[src/rtl/uart_rx_frame_ctrl.sv]
`default_nettype none
// ============================================================================
// Module   : uart_rx_frame_ctrl
// Purpose  : Sequences the byte stream of a UART receiver into framed
//            commands: HEADER, LEN, LEN payload bytes, CHECKSUM.
//            A good frame is published on frame_data/frame_len with a
//            one-cycle frame_valid pulse. Bad length, bad checksum or an
//            inter-byte timeout give a one-cycle frame_err pulse. The parser
//            then waits for the next HEADER byte.
// Ports    : clk         system clock
//            rst         asynchronous active-low reset
//            rx_data     received byte, valid while rx_ready is high
//            rx_ready    receiver level; each rising edge is one byte
//            frame_data  payload, byte i at [BIT_MAX*i +: BIT_MAX]
//            frame_len   payload length of the last good frame
//            frame_valid one-cycle pulse, good frame published
//            frame_err   one-cycle pulse, frame discarded
//            busy        high while a frame is being parsed
//            good_cnt    (RX_FRAME_STATS_EN) saturating good frame count
//            err_cnt     (RX_FRAME_STATS_EN) saturating error count
// Options  : define RX_FRAME_STATS_EN to add the statistics counters.
// Revision : 1.0 - initial release
// ============================================================================
module uart_rx_frame_ctrl #(
    parameter int                 BIT_MAX     = 8,
    parameter logic [BIT_MAX-1:0] HEADER      = BIT_MAX'(8'hAA),
    parameter int                 MAX_LEN     = 8,
    parameter int                 TIMEOUT_MAX = 52080
) (
    input  logic                       clk,
    input  logic                       rst,
    input  logic [BIT_MAX-1:0]         rx_data,
    input  logic                       rx_ready,
    output logic [MAX_LEN*BIT_MAX-1:0] frame_data,
    output logic [3:0]                 frame_len,
    output logic                       frame_valid,
    output logic                       frame_err,
    output logic                       busy
`ifdef RX_FRAME_STATS_EN
    ,
    output logic [15:0]                good_cnt,
    output logic [15:0]                err_cnt
`endif
);

    localparam int TMO_W = $clog2(TIMEOUT_MAX + 1);
    localparam logic [TMO_W-1:0] c_tmo_last = TMO_W'(TIMEOUT_MAX - 1);

    typedef enum logic [1:0] {
        S_IDLE    = 2'd0,
        S_LEN     = 2'd1,
        S_PAYLOAD = 2'd2,
        S_CHECK   = 2'd3
    } state_t;

    state_t               r_state;
    state_t               w_state_nxt;
    logic                 r_rx_ready_d;
    logic                 w_strobe;
    logic [BIT_MAX-1:0]   r_sum;
    logic [BIT_MAX-1:0]   w_sum_nxt;
    logic [3:0]           r_len;
    logic [3:0]           w_len_nxt;
    logic [3:0]           r_idx;
    logic [3:0]           w_idx_nxt;
    logic [TMO_W-1:0]     r_tmo;
    logic [TMO_W-1:0]     w_tmo_nxt;
    logic                 w_timeout;
    logic                 w_shadow_we;
    logic                 w_load;
    logic                 w_valid_nxt;
    logic                 w_err_nxt;
    logic                 r_valid;
    logic                 r_err;
    logic [3:0]           r_frame_len;
    logic [BIT_MAX-1:0]   r_shadow     [MAX_LEN];
    logic [BIT_MAX-1:0]   r_frame_slot [MAX_LEN];

    // One byte per rising edge of rx_ready, however long the level is held.
    assign w_strobe  = rx_ready & ~r_rx_ready_d;
    assign w_timeout = (r_state != S_IDLE) && (r_tmo == c_tmo_last);

    // ------------------------------------------------------------------
    // State register
    // ------------------------------------------------------------------
    always_ff @(posedge clk or negedge rst) begin
        if (!rst) begin
            r_state <= S_IDLE;
        end else begin
            r_state <= w_state_nxt;
        end
    end

    // ------------------------------------------------------------------
    // Next-state and datapath control
    // ------------------------------------------------------------------
    always_comb begin
        w_state_nxt = r_state;
        w_sum_nxt   = r_sum;
        w_len_nxt   = r_len;
        w_idx_nxt   = r_idx;
        w_shadow_we = 1'b0;
        w_load      = 1'b0;
        w_valid_nxt = 1'b0;
        w_err_nxt   = 1'b0;

        if (r_state == S_IDLE || w_strobe) begin
            w_tmo_nxt = '0;
        end else begin
            w_tmo_nxt = r_tmo + TMO_W'(1);
        end

        case (r_state)
            S_IDLE: begin
                if (w_strobe && rx_data == HEADER) begin
                    w_state_nxt = S_LEN;
                end
            end
            S_LEN: begin
                if (w_strobe) begin
                    w_sum_nxt = rx_data;
                    if (rx_data > BIT_MAX'(MAX_LEN)) begin
                        w_err_nxt   = 1'b1;
                        w_state_nxt = S_IDLE;
                    end else begin
                        w_len_nxt = rx_data[3:0];
                        w_idx_nxt = 4'd0;
                        if (rx_data == '0) begin
                            w_state_nxt = S_CHECK;
                        end else begin
                            w_state_nxt = S_PAYLOAD;
                        end
                    end
                end
            end
            S_PAYLOAD: begin
                if (w_strobe) begin
                    w_shadow_we = 1'b1;
                    w_sum_nxt   = r_sum + rx_data;
                    if (r_idx == r_len - 4'd1) begin
                        w_state_nxt = S_CHECK;
                    end else begin
                        w_idx_nxt = r_idx + 4'd1;
                    end
                end
            end
            S_CHECK: begin
                if (w_strobe) begin
                    if (rx_data == r_sum) begin
                        w_load      = 1'b1;
                        w_valid_nxt = 1'b1;
                    end else begin
                        w_err_nxt = 1'b1;
                    end
                    w_state_nxt = S_IDLE;
                end
            end
            default: begin
                w_state_nxt = S_IDLE;
            end
        endcase

        // A byte arriving in the expiry cycle takes precedence over the timeout.
        if (w_timeout && !w_strobe) begin
            w_state_nxt = S_IDLE;
            w_err_nxt   = 1'b1;
            w_tmo_nxt   = '0;
        end
    end

    // ------------------------------------------------------------------
    // Datapath registers
    // ------------------------------------------------------------------
    always_ff @(posedge clk or negedge rst) begin
        if (!rst) begin
            r_rx_ready_d <= 1'b0;
            r_sum        <= '0;
            r_len        <= '0;
            r_idx        <= '0;
            r_tmo        <= '0;
            r_valid      <= 1'b0;
            r_err        <= 1'b0;
            r_frame_len  <= '0;
            for (int i = 0; i < MAX_LEN; i++) begin
                r_shadow[i]     <= '0;
                r_frame_slot[i] <= '0;
            end
        end else begin
            r_rx_ready_d <= rx_ready;
            r_sum        <= w_sum_nxt;
            r_len        <= w_len_nxt;
            r_idx        <= w_idx_nxt;
            r_tmo        <= w_tmo_nxt;
            r_valid      <= w_valid_nxt;
            r_err        <= w_err_nxt;
            for (int i = 0; i < MAX_LEN; i++) begin
                if (w_shadow_we && r_idx == 4'(i)) begin
                    r_shadow[i] <= rx_data;
                end
                // Slots beyond the new length are zeroed so stale bytes of a
                // longer earlier frame never leak into a shorter one.
                if (w_load) begin
                    r_frame_slot[i] <= (i < int'(r_len)) ? r_shadow[i] : '0;
                end
            end
            if (w_load) begin
                r_frame_len <= r_len;
            end
        end
    end

    generate
        for (genvar gi = 0; gi < MAX_LEN; gi++) begin : g_frame_pack
            assign frame_data[gi*BIT_MAX +: BIT_MAX] = r_frame_slot[gi];
        end
    endgenerate

    assign frame_len   = r_frame_len;
    assign frame_valid = r_valid;
    assign frame_err   = r_err;
    assign busy        = (r_state != S_IDLE);

`ifdef RX_FRAME_STATS_EN
    logic [15:0] r_good_cnt;
    logic [15:0] r_err_cnt;

    always_ff @(posedge clk or negedge rst) begin
        if (!rst) begin
            r_good_cnt <= '0;
            r_err_cnt  <= '0;
        end else begin
            if (r_valid && r_good_cnt != 16'hFFFF) begin
                r_good_cnt <= r_good_cnt + 16'd1;
            end
            if (r_err && r_err_cnt != 16'hFFFF) begin
                r_err_cnt <= r_err_cnt + 16'd1;
            end
        end
    end

    assign good_cnt = r_good_cnt;
    assign err_cnt  = r_err_cnt;
`endif

endmodule
`default_nettype wire

[config.mk]
export PLATFORM = sky130hd
export DESIGN_NAME = uart_rx_frame_ctrl
export DESIGN_NICKNAME = d
export VERILOG_FILES = /design/src/rtl/uart_rx_frame_ctrl.sv
export SDC_FILE = /design/constraint.sdc
export NUM_CORES = 1
export LEC_CHECK = 0
export ABC_AREA = 1
export BUFFER_PORTS_ARGS = -buffer_cell sky130_fd_sc_hd__clkbuf_2
export CORE_MARGIN = 2
export CORE_UTILIZATION = 35
export DETAILED_ROUTE_END_ITERATION = 8
export GPL_TIMING_DRIVEN = 0
export HOLD_SLACK_MARGIN = 0.03
export PLACE_DENSITY = 0.58
export SLEW_MARGIN = 20
export SYNTH_ARGS = -nofsm -noshare
export SYNTH_HDL_FRONTEND = slang
export SYNTH_SLANG_ARGS = --single-unit
[constraint.sdc]
create_clock -name clk -period 1.86 [get_ports clk]
set_input_delay 0.279 -clock clk [delete_from_list [all_inputs] [get_ports clk]]
set_output_delay 0.279 -clock clk [all_outputs]
set_load 0.005 [all_outputs]
# Word-level counts from Yosys, hierarchy flattened
# Index checks and enable logic that the tools add are counted.
totals:
  register_bits: 169
  word_cells: 124
  input_bits: 11
op_classes:
  order_cmp: 9
  bitwise_logic: 3
  reduce_logical: 22
  n_eq_ne: 23
  n_mux: 38
  addsub: 4
ops:
  columns: ["cell", "n"]
  rows:
  - ["$mux W8", 10]
  - ["$mux W16", 2]
  - ["$add A16 B1 Y16 const B", 1]
  - ["$eq A16 B16 Y1 const B", 1]
  - ["$eq A4 B3 Y1 const B", 4]
  - ["$lt A3 B4 Y1 const A", 4]
  - ["$mux W4", 4]
  - ["$pmux W8 S2", 1]
  - ["$mux W2", 7]
  - ["$ne A3 B3 Y1 const B", 4]
  - ["$logic_and A1 B1 Y1", 11]
  - ["$mux W1", 11]
  - ["$reduce_and A5 Y1", 2]
  - ["$add A8 B8 Y8", 1]
  - ["$eq A4 B2 Y1 const B", 2]
  - ["$eq A8 B8 Y1", 1]
  - ["$eq A8 B8 Y1 const B", 1]
  - ["$gt A8 B4 Y1 const B", 1]
  - ["$logic_not A8 Y1", 1]
  - ["$lt A1 B4 Y1 const A", 2]
  - ["$lt A2 B4 Y1 const A", 2]
  - ["$ne A2 B2 Y1 const B", 4]
  - ["$pmux W2 S4", 1]
  - ["$pmux W4 S2", 1]
  - ["other kinds (16)", 20]

# Logic depth before layout (Yosys ltp)
# Gate-level depths: netlist of run 1.
logic_depth:
  ltp_word: 6
  mapped_depth: 12
  ltp_nobuf: 12

# Least setup slack after synthesis of run 1
# No wires, ideal clock.
synth_path:
  path_type: "reg-to-reg"
  from: "reg r_sum[4]"
  to: "reg r_frame_slot (netlist bit frame_data[15])"
  stages_incl_launch_ff: 12
  setup_ns: 0.130
  slack_ns: 0.179
  arrival_ns: 1.551
  synth_period_minus_slack_ns: 1.681
  t_required_ns: 1.730
  path_cell_list: "dfrtp_1 > ha_1 > nor2_1 > nand3_1 > nor2_1 > nand3_1 > inv_2 > nand2_2 > buf_6 > buf_4 > nand2_1 > o21ai_1"
synth_via:
  elab_chain_cells: 4
synth_rtl:
  columns: ["element", "line_no", "rtl"]
  rows:
  - ["from (decl)", "60", "logic [BIT_MAX-1:0] r_sum;"]
  - ["from (signal assigned)", "190", "r_sum <= w_sum_nxt;"]
  - ["$eq A8 B8 Y1", "149", "if (rx_data == r_sum) begin"]
  - ["$mux W1", "149", null]
  - ["$mux W1", "148", "if (w_strobe) begin"]
  - ["$mux W1", "113", "case (r_state)"]
  - ["to (signal, indexed assignment)", "203", "r_frame_slot[i] <= (i < int'(r_len)) ? r_shadow[i] : '0;"]
  - ["to (decl)", "77", "logic [BIT_MAX-1:0] r_frame_slot [MAX_LEN];"]
# No other way between the ends.
# A chain may end at the register's enable or synchronous reset.

# Worst setup path after layout of run 1
layout_path:
  from: "reg r_sum[4]"
  to: "reg r_frame_slot (netlist bit frame_data[43])"
# Same word-level chain as after synthesis.

==> run metrics, run 1 <==
run status=finished, final reports clean; critical path, cell by cell=ha_4, nor2_2, nand3_1, nor2_1, nand3_2, inv_2, nand2_8, clkbuf_16, clkbuf_16, nand2_2, nand2_1; CTS buffer count=17; P&R area growth vs syn=23.3%; Antenna Nets Post-Route=0; Skew-Pair Late Insertion Delay=420 ps; Synth area leader=dfrtp_1; unrepaired setup endpoints after global routing=true; NetSw=3120 uW; max-slew violations=0; Sw Ratio=0.303; area of the multi-input gates=0.00330 mm2; Post-synth EDFFs=0; initial antenna violation count=0; vias in the first global route=5996; Worst-path clk slew=70 ps; Initial Utilization=0.356; sequential element share of the synthesized area=0.544; Root Driver=clkbuf_16; Hold Path Cell Cnt=3; GP Congestion=0.852; syn avg cell area=8.99 um2; worst hold start=rx_data[0]; ys flop type=dfrtp_1; die width=153 um; CTS H-tree depth=4; CP max-delay cell=dfrtp_1; DR vias=6114; HPWL Detailed=13.1 mm; fin nets=1001; first-pass GRT wire length=32.0 mm; Worst Path Arrival=2170 ps; WL final=19.6 mm; CP Class=flop to flop; worst hold slack=157 ps; Critical Path Source=r_sum[4]; maximum vdd drop=0.000560 V; Syn. warnings=0; DRC viols=0; drt pass-1 iters=4; cell-internal power=7180 uW; clock share of power=0.367; largest net degree at the start of global routing=85; DR WL/cell=15.5 um; Area contributors post-synth=dfrtp_1 (54%), nand2_1 (13%), o21ai_1 (6.8%), nand3b_1 (2.6%), ha_1 (2.6%); Layout Skew=9.47 ps; max-cap viol count=0; worst hold-check path type=primary input to flop; Worst setup SP type=flop; Final period util=0.999; CTS Sinks=169; Final min period=1860 ps; Worst-Margin Slew=772 ps; asr flop ratio synth=1.00; Die Y=153 um; syn_nets=893; crit-path max FO=6; CTS tree=yes; gr usage total=0.171; Core Region=0.0218 mm2; Yosys cell types=39; share of cells above drive strength 1=0.244; Worst EP required=2170 ps; I/O pin cnt=82; Slew HR=0.486; FF-to-FF End=frame_data[43]; register area=0.00423 mm2; grt total ovfl=0; slowest stage delay, CP=410 ps; CP Depth=11; Critical Path Sink=frame_data[43]; Vias/cell=4.83; Bufs on Longest Clock Path=2; final setup violation count=0; FF-to-FF setup slack=3 ps; RR Startpoint=r_sum[4]; Syn Std Cell Area=0.00777 mm2; Final Hold Viols=0; most common cell in the netlist=nand2_1; sequential share of power=0.418; Peak Freq=538 MHz; Lkg Pwr=0.00455 uW; #FFs+latches synth=169; Synth top area share=0.544; power per standard cell area=1080 mW/mm2; Buffers on Ports=81; # rows=54; combinational power share=0.214; CP endpoint kind=flop; die area=0.0234 mm2; ANT cells=0; Core Util, Final=0.439; Reg2Reg Depth=11; delay-heaviest family, CP=simple AND/OR/NAND/NOR gates; most frequent cells after synthesis=nand2_1 (276), dfrtp_1 (169), o21ai_1 (106); crit path buf inv count=3; most used cell, CP=clkbuf_16; FILL cells=2161; Iter 0 DRT Violations=303; Post-Synthesis Cells=865
-- per-stage QoR --
stage,power [uW],area (um2),setup WS [ps],instances,setup TNS [ps]
after floorplan,5810,7770,179,865,0
after global placement,6370,8530,-2750,1226,-473680
after detailed placement,6420,8590,-402,1228,-13430
after CTS,10400,9320,9.69,1261,0
after global routing,10900,9580,-96.3,1265,-3780
final,10300,9580,2.60,1265,0
-- layout make-up --
class | count | area share
plain buffers | 33 | 0.0309
clock buffers | 20 | 0.0477
clock inverters | 11 | 0.0176
inverters | 59 | 0.0234
multi-input cells | 604 | 0.345
flip-flops and latches | 169 | 0.441
well taps | 280 | 0.0366
repair buffers | 89 | 0.0578
-- cells in the final DEF (no fill, tap or decap), types with 4 or more instances in the layout --
cell type  Yosys  routed
inv_2         16      18
nand3b_1      27      27
nor2_2         4       5
nor2_1        34      33
nand3_2        4       5
ha_4           0       6
buf_2          8       8
o21ai_0       28      28
clkbuf_16      0      19
nand2_2        6      28
xor2_1         6       6
nand4_1       10      10
nand3_4        4       4
a21oi_1       19      19
clkbuf_1      10       8
o21ai_2       12      16
nand3_1       25      24
dfrtp_1      169     168
inv_1         41      38
ha_1          16      10
nand2_1      276     250
buf_12         0       4
buf_6          7       8
o21ai_1      106     102
bufinv_16      0       4
nor3_1         6       5
clkbuf_2       0      83
-- worst reg2reg max path, stage by stage (launching register included) --
cell	delay, ps
dfrtp_1	410
ha_4	250
nor2_2	100
nand3_1	80
nor2_1	120
nand3_2	110
inv_2	120
nand2_8	90
clkbuf_16	190
clkbuf_16	170
nand2_2	50
nand2_1	50
-- layer usage --
metal  share of wire  wire [um]  GRT usage
met5               0          0          0
met1            0.49       9580      0.246
met4           0.010        205     0.0419
met3           0.038        745     0.0366
met2            0.46       9040      0.263
-- worst min-delay path by stage --
stage               endpoint  slack [ps]
2_1_floorplan  frame_data[0]         -20
4_1_cts             r_sum[0]         140
5_1_grt             r_sum[0]         190
3_3_place_gp    r_rx_ready_d         410
3_5_place_dp        r_tmo[9]         140
6_report            r_sum[0]         160
-- sequential cells by signal (all words and copies together), names as in the netlist --
signal	count
frame_err	1
r_sum	8
r_len	4
r_tmo	16
r_rx_ready_d	1
frame_valid	1
r_idx	4
frame_len	4
r_state	2
r_shadow	64
frame_data	64
-- power by group through the flow --
stage	clock, uW	combinational [uW]	sequential, uW
floorplan	0	1540	4280
global placement	0	2030	4340
detailed placement	0	2080	4340
CTS	3870	2180	4310
global route	4020	2510	4360
finish	3790	2210	4310
-- cells by family (layout without fill, tap and decap cells) --
group	after synthesis	in the layout	share of synthesized area
buf+inv	92	212	0.0563
compound gates	171	171	0.118
simple gates	407	407	0.243
xor+xnor	9	9	0.0101
flops	169	169	0.544
fa+ha+maj	17	17	0.0283
-- timing repair --
action | 4_1_cts | 5_1_grt
hold buffers | 2 | 0
resized for setup | 12 | 62
pin swaps | 0 | 8
endpoints found under the hold margin | 109 | 0
gates cloned | 0 | 2
endpoints found under the setup margin | 66 | 73
setup buffers | 0 | 2
Power figures use the tool's default switching activity.
==> inputs of run 2 (changes only) <==
- ABC_AREA: 1 -> not set
==> run 2 against run 1 <==
The flow now finishes with violations (negative setup slack); clock power fell by 11%; global-route usage fell by 0.18 points; first-iteration DRC count fell by 21%; wire length fell by 4.7%; non-clock buffer count rose by 37; critical path depth fell by 1; fmax fell by 9.7%; sequential share of layout area fell by 2.6 points; cell area rose by 6.3%; area after synthesis fell by 2.2%; worst hold slack improved by 150 ps; largest power group unchanged.
==> run metrics, run 2 <==
run status=finished with violations; failing checks=negative setup slack; first-pass GRT wire length=29.6 mm (-7.5%); die width=151 um (-1.1%); setup TNS=-8990 ps (-8990 ps); drt pass-1 iters=4 (unchanged); CTS tree=yes; Synth area leader=dfrtp_1; Core Util, Final=0.482 (+0.0424); ys flop type=dfrtp_1; syn avg cell area=10.5 um2 (+17%); gr usage total=0.169 (-0.00182); Final min period=2060 ps (+200 ps); sequential share of power=0.454 (+0.036); CTS H-tree depth=4 (unchanged); Sw Ratio=0.276 (-0.0271); fin area=0.0102 mm2 (+6.3%); DRC viols=0 (unchanged); Antenna Nets Post-Route=0 (unchanged); Initial Utilization=0.359 (+0.00323); power per standard cell area=851 mW/mm2 (-21%); CTS buffer count=17 (unchanged); DR vias=5646 (-7.7%); Layout Skew=6.98 ps (-2.49 ps); crit-path max FO=5 (-1); CP endpoint kind=flop; most frequent cells after synthesis=dfrtp_1 (169), nand2_1 (158), nand3_1 (75); vias in the first global route=5598 (-6.6%); Syn. warnings=0 (unchanged); I/O pin cnt=82 (unchanged); HPWL Detailed=12.1 mm (-7.5%); Die Y=151 um (-1.1%); max-cap viol count=0 (unchanged); asr flop ratio synth=1.00 (unchanged); fin nets=886 (-11%); Final WS setup=-197 ps (-200 ps); Lkg Pwr=0.00501 uW (+10%); Yosys cell types=57 (+46%); # rows=53 (-1.9%); GP Congestion=0.818 (-4.0%); Buffers on Ports=81 (unchanged); CTS Sinks=169 (unchanged); Area contributors post-synth=dfrtp_1 (56%), mux2_2 (9.6%), nand2_1 (7.8%), nand3_1 (4.9%), ha_1 (2.6%); WL final=18.6 mm (-4.7%); Slew HR=0.324 (-0.162); max-slew violations=0 (unchanged); DR WL/cell=16.3 um (+5.2%); Peak Freq=486 MHz (-9.7%); combinational power share=0.158 (-0.056); NetSw=2390 uW (-23%); syn_nets=749 (-16%); sequential element share of the synthesized area=0.556 (+0.0122); share of cells above drive strength 1=0.413 (+0.170); clock share of power=0.389 (+0.022); Synth top area share=0.556 (+0.0122); CP Class=flop to flop; P&R area growth vs syn=34.0%; Worst Path Arrival=2420 ps (+250 ps); Iter 0 DRT Violations=238 (-21%); #FFs+latches synth=169 (unchanged); worst hold-check path type=primary input to flop; most common cell after layout, fill and taps aside=dfrtp_1; Final Hold Viols=0 (unchanged); Worst-path clk slew=60 ps (about the same); maximum vdd drop=0.000537 V (-4.1%); die area=0.0229 mm2 (-2.1%); Worst-Margin Slew=1010 ps (+236 ps); Placed Area=0.00848 mm2 (-1.3%); cell-internal power=6270 uW (-13%); grt total ovfl=0 (unchanged); total power=8670 uW (-16%); largest net degree at the start of global routing=78 (-8.2%); Skew-Pair Late Insertion Delay=420 ps (about the same); unrepaired setup endpoints after global routing=true; Vias/cell=4.93 (+1.9%); initial antenna violation count=0 (unchanged); Root Driver=clkbuf_16; commonest non-fill, non-tap cells in the layout=dfrtp_1 (169), nand2_1 (117), clkbuf_2 (81); ANT cells=0 (unchanged); Worst setup SP type=flop; Core Region=0.0212 mm2 (-3.1%); most common cell in the netlist=dfrtp_1; Syn Std Cell Area=0.00760 mm2 (-2.2%); Bufs on Longest Clock Path=2 (unchanged); Post-Synthesis Cells=721 (-17%); final setup violation count=69 (+69); Post-synth EDFFs=0 (unchanged); Worst EP required=2220 ps (+50 ps); Final period util=1.11 (+0.107)
==> run 2: cell count changes in the layout (fill, tap and decap cells not counted), sizes merged, moves of 10 or more <==
cell | before | now
mux2 | 0 | 67
inv | 59 | 15
o21ai | 146 | 19
xnor2 | 3 | 13
nand2 | 282 | 162
nand3 | 33 | 75
clkbuf | 113 | 126
buf | 27 | 53
nand3b | 27 | 1
==> run 2: cell type report <==
type | instances | area (um2)
Fill cell | 1946 | 11000
Sequential cell | 169 | 4230
Multi-Input combinational cell | 496 | 3740
Timing Repair Buffer | 120 | 882
Clock buffer | 22 | 464
Buffer | 39 | 359
Tap cell | 275 | 344
Clock inverter | 10 | 95.1
Inverter | 15 | 68.8
==> run 2: path summary, 6_finish.rpt <==
path | from | cells past startpoint | endpoint | slack [ps]
max reg2reg | r_sum[1] | 10 | frame_data[8] | -200
max | r_sum[1] | 10 | frame_data[8] | -200
max in group asynchronous | rst | 3 | frame_data[38] | 880
min reg2reg | frame_data[48] | 2 | frame_data[48] | 470
min in group asynchronous | rst | 2 | frame_data[5] | 320
min | rx_data[1] | 3 | r_sum[1] | 310
==> run 2: per-layer routing <==
layer / track usage / share of wire / vias up
met3: 0.0383 / 0.045 / 17
met1: 0.234 / 0.47 / 2801
met5: 0 / 0 / -
met2: 0.269 / 0.48 / 101
li1: - / - / 2727
met4: 0.0425 / 0.011 / 0
==> run 2: what timing repair did <==
action,CTS,global route
gates resized for setup,104,90
hold endpoints to repair,31,0
buffers inserted,18,9
setup endpoints to repair,153,157
cloned,8,1
pin swaps,92,40
hold buffers,2,0
==> run 2: through the flow <==
step | instances | setup slack (ps) | hold slack (ps)
after floorplan | 721 | 2.46 | -16.6
after global placement | 1077 | -2760 | 449
after detailed placement | 1079 | -770 | 210
after CTS | 1137 | -233 | 295
after global routing | 1146 | -319 | 311
final | 1146 | -197 | 311
==> run 2: power by group through the flow <==
| stage | Sequential [uW] | Combinational (uW) | Clock (uW) |
|---|---|---|---|
| floorplan | 3960 | 709 | 0 |
| finish | 3930 | 1370 | 3370 |
| global placement | 3990 | 1020 | 0 |
| CTS | 3920 | 1190 | 3450 |
| detailed placement | 3990 | 1040 | 0 |
| global route | 3940 | 1510 | 3590 |
==> run 2: logic make-up after synthesis <==
family,count (synthesis),share of synthesized area
AND/OR/NAND/NOR,323,0.198
multiplexers,68,0.101
flip-flops,169,0.556
adder cells (fa/ha/maj),17,0.0290
buffers and inverters,56,0.0362
AO/OA/AOI/OAI,62,0.0505
XOR/XNOR,26,0.0299
==> run 2: worst max-delay path: stages, from the launching register on <==
cell      delay, ps
dfrtp_1         420
ha_4            270
nor4_4          260
nand4_1         130
or2_1           250
buf_6           150
clkinv_8         60
buf_12          140
buf_8           130
nand3_4          70
nand2_2         100
